===== src/rtl/display_pkg.sv =====
// Shared types and helpers for the six-digit display scan path.
// Digit 0 is the most significant nibble of the BCD word and the MSB of the blink mask.
package display_pkg;

   typedef enum logic [1:0] {IDLE, BLANK, SHOW} scan_state_t;

   localparam logic [3:0] BLANK_CODE = 4'hF;
   localparam int         N_DIGITS   = 6;

   function automatic logic [3:0] digit_nibble(input logic [23:0] d, input logic [2:0] p);
      case (p)
         3'd0:    return d[23:20];
         3'd1:    return d[19:16];
         3'd2:    return d[15:12];
         3'd3:    return d[11:8];
         3'd4:    return d[7:4];
         3'd5:    return d[3:0];
         default: return BLANK_CODE;
      endcase
   endfunction

   function automatic logic mask_bit(input logic [5:0] m, input logic [2:0] p);
      case (p)
         3'd0:    return m[5];
         3'd1:    return m[4];
         3'd2:    return m[3];
         3'd3:    return m[2];
         3'd4:    return m[1];
         3'd5:    return m[0];
         default: return 1'b0;
      endcase
   endfunction

endpackage


===== src/rtl/display_slot_timer.sv =====
// Slot counter: strobes the last BLANK cycle (show_start) and the last slot cycle (slot_end).
// Latency: strobes are combinational from the counter; counter restarts the cycle after slot_end.
// Backpressure: none; run=0 holds the counter at zero.
module display_slot_timer #(
   parameter int SCAN_DIV  = 50000,
   parameter int BLANK_CYC = 500
) (
   input  logic clk,
   input  logic rst_n,
   input  logic run,
   output logic show_start,
   output logic slot_end
);

   localparam int CW = $clog2(SCAN_DIV);

   logic [CW-1:0] cnt;

   assign slot_end = run && (cnt == CW'(SCAN_DIV - 1));

   generate
      if (BLANK_CYC > 0) begin : g_blank
         assign show_start = run && (cnt == CW'(BLANK_CYC - 1));
      end else begin : g_no_blank
         assign show_start = 1'b0;
      end
   endgenerate

   always_ff @(posedge clk or negedge rst_n) begin
      if (!rst_n) begin
         cnt <= '0;
      end else if (!run || slot_end) begin
         cnt <= '0;
      end else begin
         cnt <= cnt + CW'(1);
      end
   end

endmodule


===== src/rtl/display_scan_ctrl.sv =====
// Six-digit multiplexed display scan with per-slot blanking, blink and leading-zero suppression.
// Latency: all outputs registered; slot 0 starts the cycle after en is seen high in IDLE.
// Backpressure: none; en=0 returns to IDLE on the next edge.
module display_scan_ctrl
   import display_pkg::*;
#(
   parameter int SCAN_DIV  = 50000,
   parameter int BLANK_CYC = 500,
   parameter int BLINK_DIV = 25
) (
   input  logic        clk,
   input  logic        rst_n,
   input  logic        en,
   input  logic [23:0] digits_in,
   input  logic [5:0]  blink_mask,
   input  logic        lz_suppress,
   output logic [2:0]  pos,
   output logic [3:0]  num,
   output logic        blank,
   output logic        frame_start
);

   localparam int          FW         = $clog2(BLINK_DIV + 1);
   localparam scan_state_t SLOT_ENTRY = (BLANK_CYC > 0) ? BLANK : SHOW;

   scan_state_t   state;
   logic [23:0]   snap_d;
   logic [5:0]    snap_m;
   logic          snap_lz;
   logic [FW-1:0] frame_cnt;
   logic          blink_phase;

   logic          run, show_start, slot_end;
   logic          new_frame, frame_done, nxt_phase;
   logic [2:0]    nxt_pos;
   logic [3:0]    ent_code, cur_code;

   function automatic logic [3:0] show_code(input logic [23:0] d, input logic [5:0] m,
                                            input logic lz, input logic ph, input logic [2:0] p);
      logic [3:0] nib;
      nib = digit_nibble(d, p);
      if (nib > 4'd9 || (mask_bit(m, p) && ph) || (p == 3'd0 && lz && nib == 4'd0))
         return BLANK_CODE;
      return nib;
   endfunction

   assign run = en && (state != IDLE);

   display_slot_timer #(
      .SCAN_DIV  (SCAN_DIV),
      .BLANK_CYC (BLANK_CYC)
   ) u_timer (
      .clk        (clk),
      .rst_n      (rst_n),
      .run        (run),
      .show_start (show_start),
      .slot_end   (slot_end)
   );

   // Values for the slot being entered; a new frame uses live inputs since they are snapshotted now.
   always_comb begin
      nxt_pos    = (pos == 3'(N_DIGITS - 1)) ? 3'd0 : pos + 3'd1;
      new_frame  = (state == IDLE) || (slot_end && pos == 3'(N_DIGITS - 1));
      frame_done = (frame_cnt == FW'(BLINK_DIV - 1));
      nxt_phase  = (state == IDLE) ? 1'b0 : (frame_done ? ~blink_phase : blink_phase);
      ent_code   = new_frame ? show_code(digits_in, blink_mask, lz_suppress, nxt_phase, 3'd0)
                             : show_code(snap_d, snap_m, snap_lz, blink_phase, nxt_pos);
      cur_code   = show_code(snap_d, snap_m, snap_lz, blink_phase, pos);
   end

   always_ff @(posedge clk or negedge rst_n) begin
      if (!rst_n) begin
         state       <= IDLE;
         pos         <= 3'd0;
         num         <= BLANK_CODE;
         blank       <= 1'b1;
         frame_start <= 1'b0;
         snap_d      <= 24'hFFFFFF;
         snap_m      <= 6'd0;
         snap_lz     <= 1'b0;
         frame_cnt   <= '0;
         blink_phase <= 1'b0;
      end else begin
         frame_start <= 1'b0;
         if (!en) begin
            state       <= IDLE;
            pos         <= 3'd0;
            num         <= BLANK_CODE;
            blank       <= 1'b1;
            frame_cnt   <= '0;
            blink_phase <= 1'b0;
         end else if (state == IDLE || slot_end) begin
            state <= SLOT_ENTRY;
            pos   <= new_frame ? 3'd0 : nxt_pos;
            if (new_frame) begin
               snap_d      <= digits_in;
               snap_m      <= blink_mask;
               snap_lz     <= lz_suppress;
               frame_start <= 1'b1;
            end
            if (state != IDLE && new_frame) begin
               frame_cnt   <= frame_done ? '0 : frame_cnt + FW'(1);
               blink_phase <= nxt_phase;
            end
            if (BLANK_CYC > 0) begin
               num   <= BLANK_CODE;
               blank <= 1'b1;
            end else begin
               num   <= ent_code;
               blank <= (ent_code == BLANK_CODE);
            end
         end else if (show_start) begin
            state <= SHOW;
            num   <= cur_code;
            blank <= (cur_code == BLANK_CODE);
         end
      end
   end

endmodule


===== config.mk =====
export PLATFORM = sky130hd
export DESIGN_NAME = display_scan_ctrl
export DESIGN_NICKNAME = d
export VERILOG_FILES = /design/src/rtl/display_pkg.sv /design/src/rtl/display_slot_timer.sv /design/src/rtl/display_scan_ctrl.sv
export SDC_FILE = /design/constraint.sdc
export NUM_CORES = 1
export LEC_CHECK = 0
export ABC_AREA = 1
export BUFFER_PORTS_ARGS = -buffer_cell sky130_fd_sc_hd__buf_2
export CORE_MARGIN = 4
export CORE_UTILIZATION = 50
export CTS_CLUSTER_SIZE = 40
export DETAILED_ROUTE_END_ITERATION = 10
export GPL_TIMING_DRIVEN = 0
export PLACE_DENSITY = 0.75
export SYNTH_ARGS = -nofsm -noshare
export SYNTH_HDL_FRONTEND = slang
export SYNTH_HIERARCHICAL = 1
export SYNTH_SLANG_ARGS = --single-unit

===== constraint.sdc =====
create_clock -name clk -period 3.2 [get_ports clk]
set_input_delay 0.64 -clock clk [delete_from_list [all_inputs] [get_ports clk]]
set_output_delay 0.64 -clock clk [all_outputs]
set_load 0.03 [all_outputs]

==> impl_metrics.yaml <==
status:
  status: "finished, final reports clean"
logic_synthesis:
  ys_ff_latch: 64
  ys.flop_type: "dfrtp_1"
  synth.distinct_cells: 39
  synth_edf_count: 0
  yosys.area.top_type_share: 0.245
  synth.cell_area_um2: 3570
  async_flop_share: 1.00
  avgSynthCellArea_um2: 8.03
  synth_largest_area_cell: "dfrtp_1"
  synth_nets: 483
  synthTopCellsByArea: "dfrtp_1, dfstp_2, nand2_1, nor2_1, nand4_1"
  ys_seq_area_frac: 0.458
  postSynthCellCount: 445
  synth_warnings: 6
worst_setup_path:
  start_kind: "flop"
  crit_buf_inv: 3
  slowest_stage: "dfrtp_1"
  arrival_ns: 2.69
  cp_max_fo: 5
  rrSetupSlack_ns: 0.79
  critPathMaxStageDelay_ns: 0.42
  r2r_start: "u_timer/cnt[0]"
  cp.required_ns: 3.48
  crit_type: "flop to flop"
  crit_top_cell: "nor2_1"
  crit_family: "simple AND/OR/NAND/NOR gates"
  end_kind: "flop"
  worstPathCellList: "ha_1, nand3_2, nor3_2, nand2_1, nor2_1, nor2_1, inv_1, nor2_1, inv_2, nor2_4, nor2_2, nand4_1, nand2_1, inv_1"
  startpoint: "u_timer/cnt[0]"
placed_design:
  portBuffers: 42
  post-place-ws_ns: 0.469
  gp_congestion: 0.901
  dp_hpwl_mm: 5.67
  dpl-instance-area_um2: 3900
  place_inst: 583
sta:
  fin_skew_ns: 0.00690
  period_minus_slack_ns: 2.41
  fmax_mhz: 415
  rsz0062_at_grt: "false"
  max_slew_margin: 0.472
  tns_ns: 0
  worst_pin_slew_ns: 0.792
  setup_viol: 0
  setup_ws_ns: 0.790
  maxSlewViolCount: 0
  hold_viol: 0
  finalCritPeriodShare: 0.753
floorplan:
  fp-row-count: 30
  dieHeight_um: 92.5
  dieArea_um2: 8560
  start_util: 0.520
  die_x_um: 92.5
  core_um2: 6870
  io_pins: 43
final_layout:
  seqCellArea_um2: 1640
  nFillCells: 648
  multiInputGateArea_um2: 1630
  final_common_cell: "nand2_1"
  final_area_um2: 4120
  final_cell_mix: "nand2_1, nor2_1, buf_2"
  fin_cells: 599
  synthToLayoutAreaGrowth_pct: 15.4
  nets: 536
  diodes: 0
  drive_gt1_frac: 0.304
drt:
  vias_per_cell: 5.02
  post_drt_wl_per_cell_um: 13.0
  wl_mm: 7.80
  drc: 0
  dr.pass1.iters: 4
  top_layer_used: "met4"
  wl_met1_mm: 3.58
  ant_nets: 0
  wl_met3_um: 330
  vias: 3004
  drt_iter0_markers: 191
  wl_met2_mm: 3.74
clock_tree:
  numClockSinks: 64
  cts_buffer_depth: 2
  htree_levels: 3
  postCtsSetupBuffers: 0
  cts_hold_buf: 0
  clk_latency_ns: 0.34
  path_clk_slew_ns: 0.07
  cts_tree: "done"
  numCtsBuffers: 9
  cts_resized: 0
  cts_root_buffer: "clkbuf_8"
power:
  p_per_area_nw_per_um2: 507
  switching_share: 0.279
  combPwrFrac: 0.169
  switchingPower_uw: 584
  power.internal_mw: 1.51
  p_seq_frac: 0.473
  leakage_nw: 1.97
  peakVddDrop_uv: 209
  p_clk_frac: 0.358
global_route:
  grt_pass1_vias: 3085
  grt_start_max_net_pins: 65
  overflow: 0
  grt_pass1_wl_mm: 13.9
  grt_usage: 0.204
  antenna_found_initial: 0
job:
  drv_cap: 0
worst_hold_path:
  min_path_type: "input pin to async pin"
per-layer routing:
layer	GRT usage	vias up
met2	0.335	66
met4	0.0842	0
met3	0.0487	14
met5	0	-
li1	-	1513
met1	0.259	1411
power by group through the flow:
stage / Sequential (mW) / Combinational, mW / Clock (mW)
floorplan: 1.01 / 0.237 / 0
global placement: 0.999 / 0.345 / 0
detailed placement: 1.00 / 0.356 / 0
CTS: 0.990 / 0.358 / 0.761
global route: 1.00 / 0.403 / 0.798
finish: 0.990 / 0.354 / 0.748
worst register-to-register path: cells and delay by family, from the launching register on:
family                     cells  cell delay, ns
buffers and inverters          3            0.27
DFF                            1            0.42
and+or+nand+nor               10            1.40
adders and majority gates      1            0.26
flip-flops by register name, indices dropped and copies added (netlist names):
signal and cells:
frame_start 1, u_timer/cnt 16, blank 1, pos 3, snap_m 6, snap_lz 1, num 4, state 2
snap_d 24, blink_phase 1, frame_cnt 5
final timing paths:
| kind | end | cells past startpoint |
|---|---|---|
| setup reg to reg | num[1] | 14 |
| hold / removal | frame_cnt[0] | 1 |
| hold reg to reg | snap_d[22] | 2 |
| min in group clk | snap_d[22] | 2 |
| max in group asynchronous | snap_m[0] | 1 |
| setup / recovery | num[1] | 14 |
logic make-up (layout without fill, tap and decap cells):
group | after synthesis | in the layout | synth area share
buf+inv | 55 | 113 | 0.0847
simple gates | 296 | 296 | 0.394
fa+ha+maj | 4 | 4 | 0.0140
xor+xnor | 5 | 5 | 0.0123
compound gates | 21 | 21 | 0.0371
flops | 64 | 64 | 0.458
Yosys cell counts, drive strengths merged (5+ instances only):
library cell	number
nor2	65
buf	12
o21ai	9
dfstp	29
a21oi	5
dfrtp	35
inv	42
nand4	22
nand2	174
nand3	21
nor3	8
final cells by class:
class / instances / share of cell area
plain buffers: 12 / 0.0322
well taps: 96 / 0.0291
clock buffers: 14 / 0.0443
clock inverters: 2 / 0.00850
multi-input cells: 326 / 0.396
repair buffers: 42 / 0.0516
inverters: 43 / 0.0413
flip-flops and latches: 64 / 0.397
through the flow:
step | hold WS (ns) | power (mW) | utilization
final | 0.383 | 2.09 | 0.600
after global routing | 0.458 | 2.20 | 0.600
after CTS | 0.463 | 2.11 | 0.600
after detailed placement | 0.452 | 1.36 | 0.568
after global placement | 0.451 | 1.34 | 0.568
after floorplan | 0.344 | 1.24 | -
Note: power is estimated with default switching activity, not from simulation.
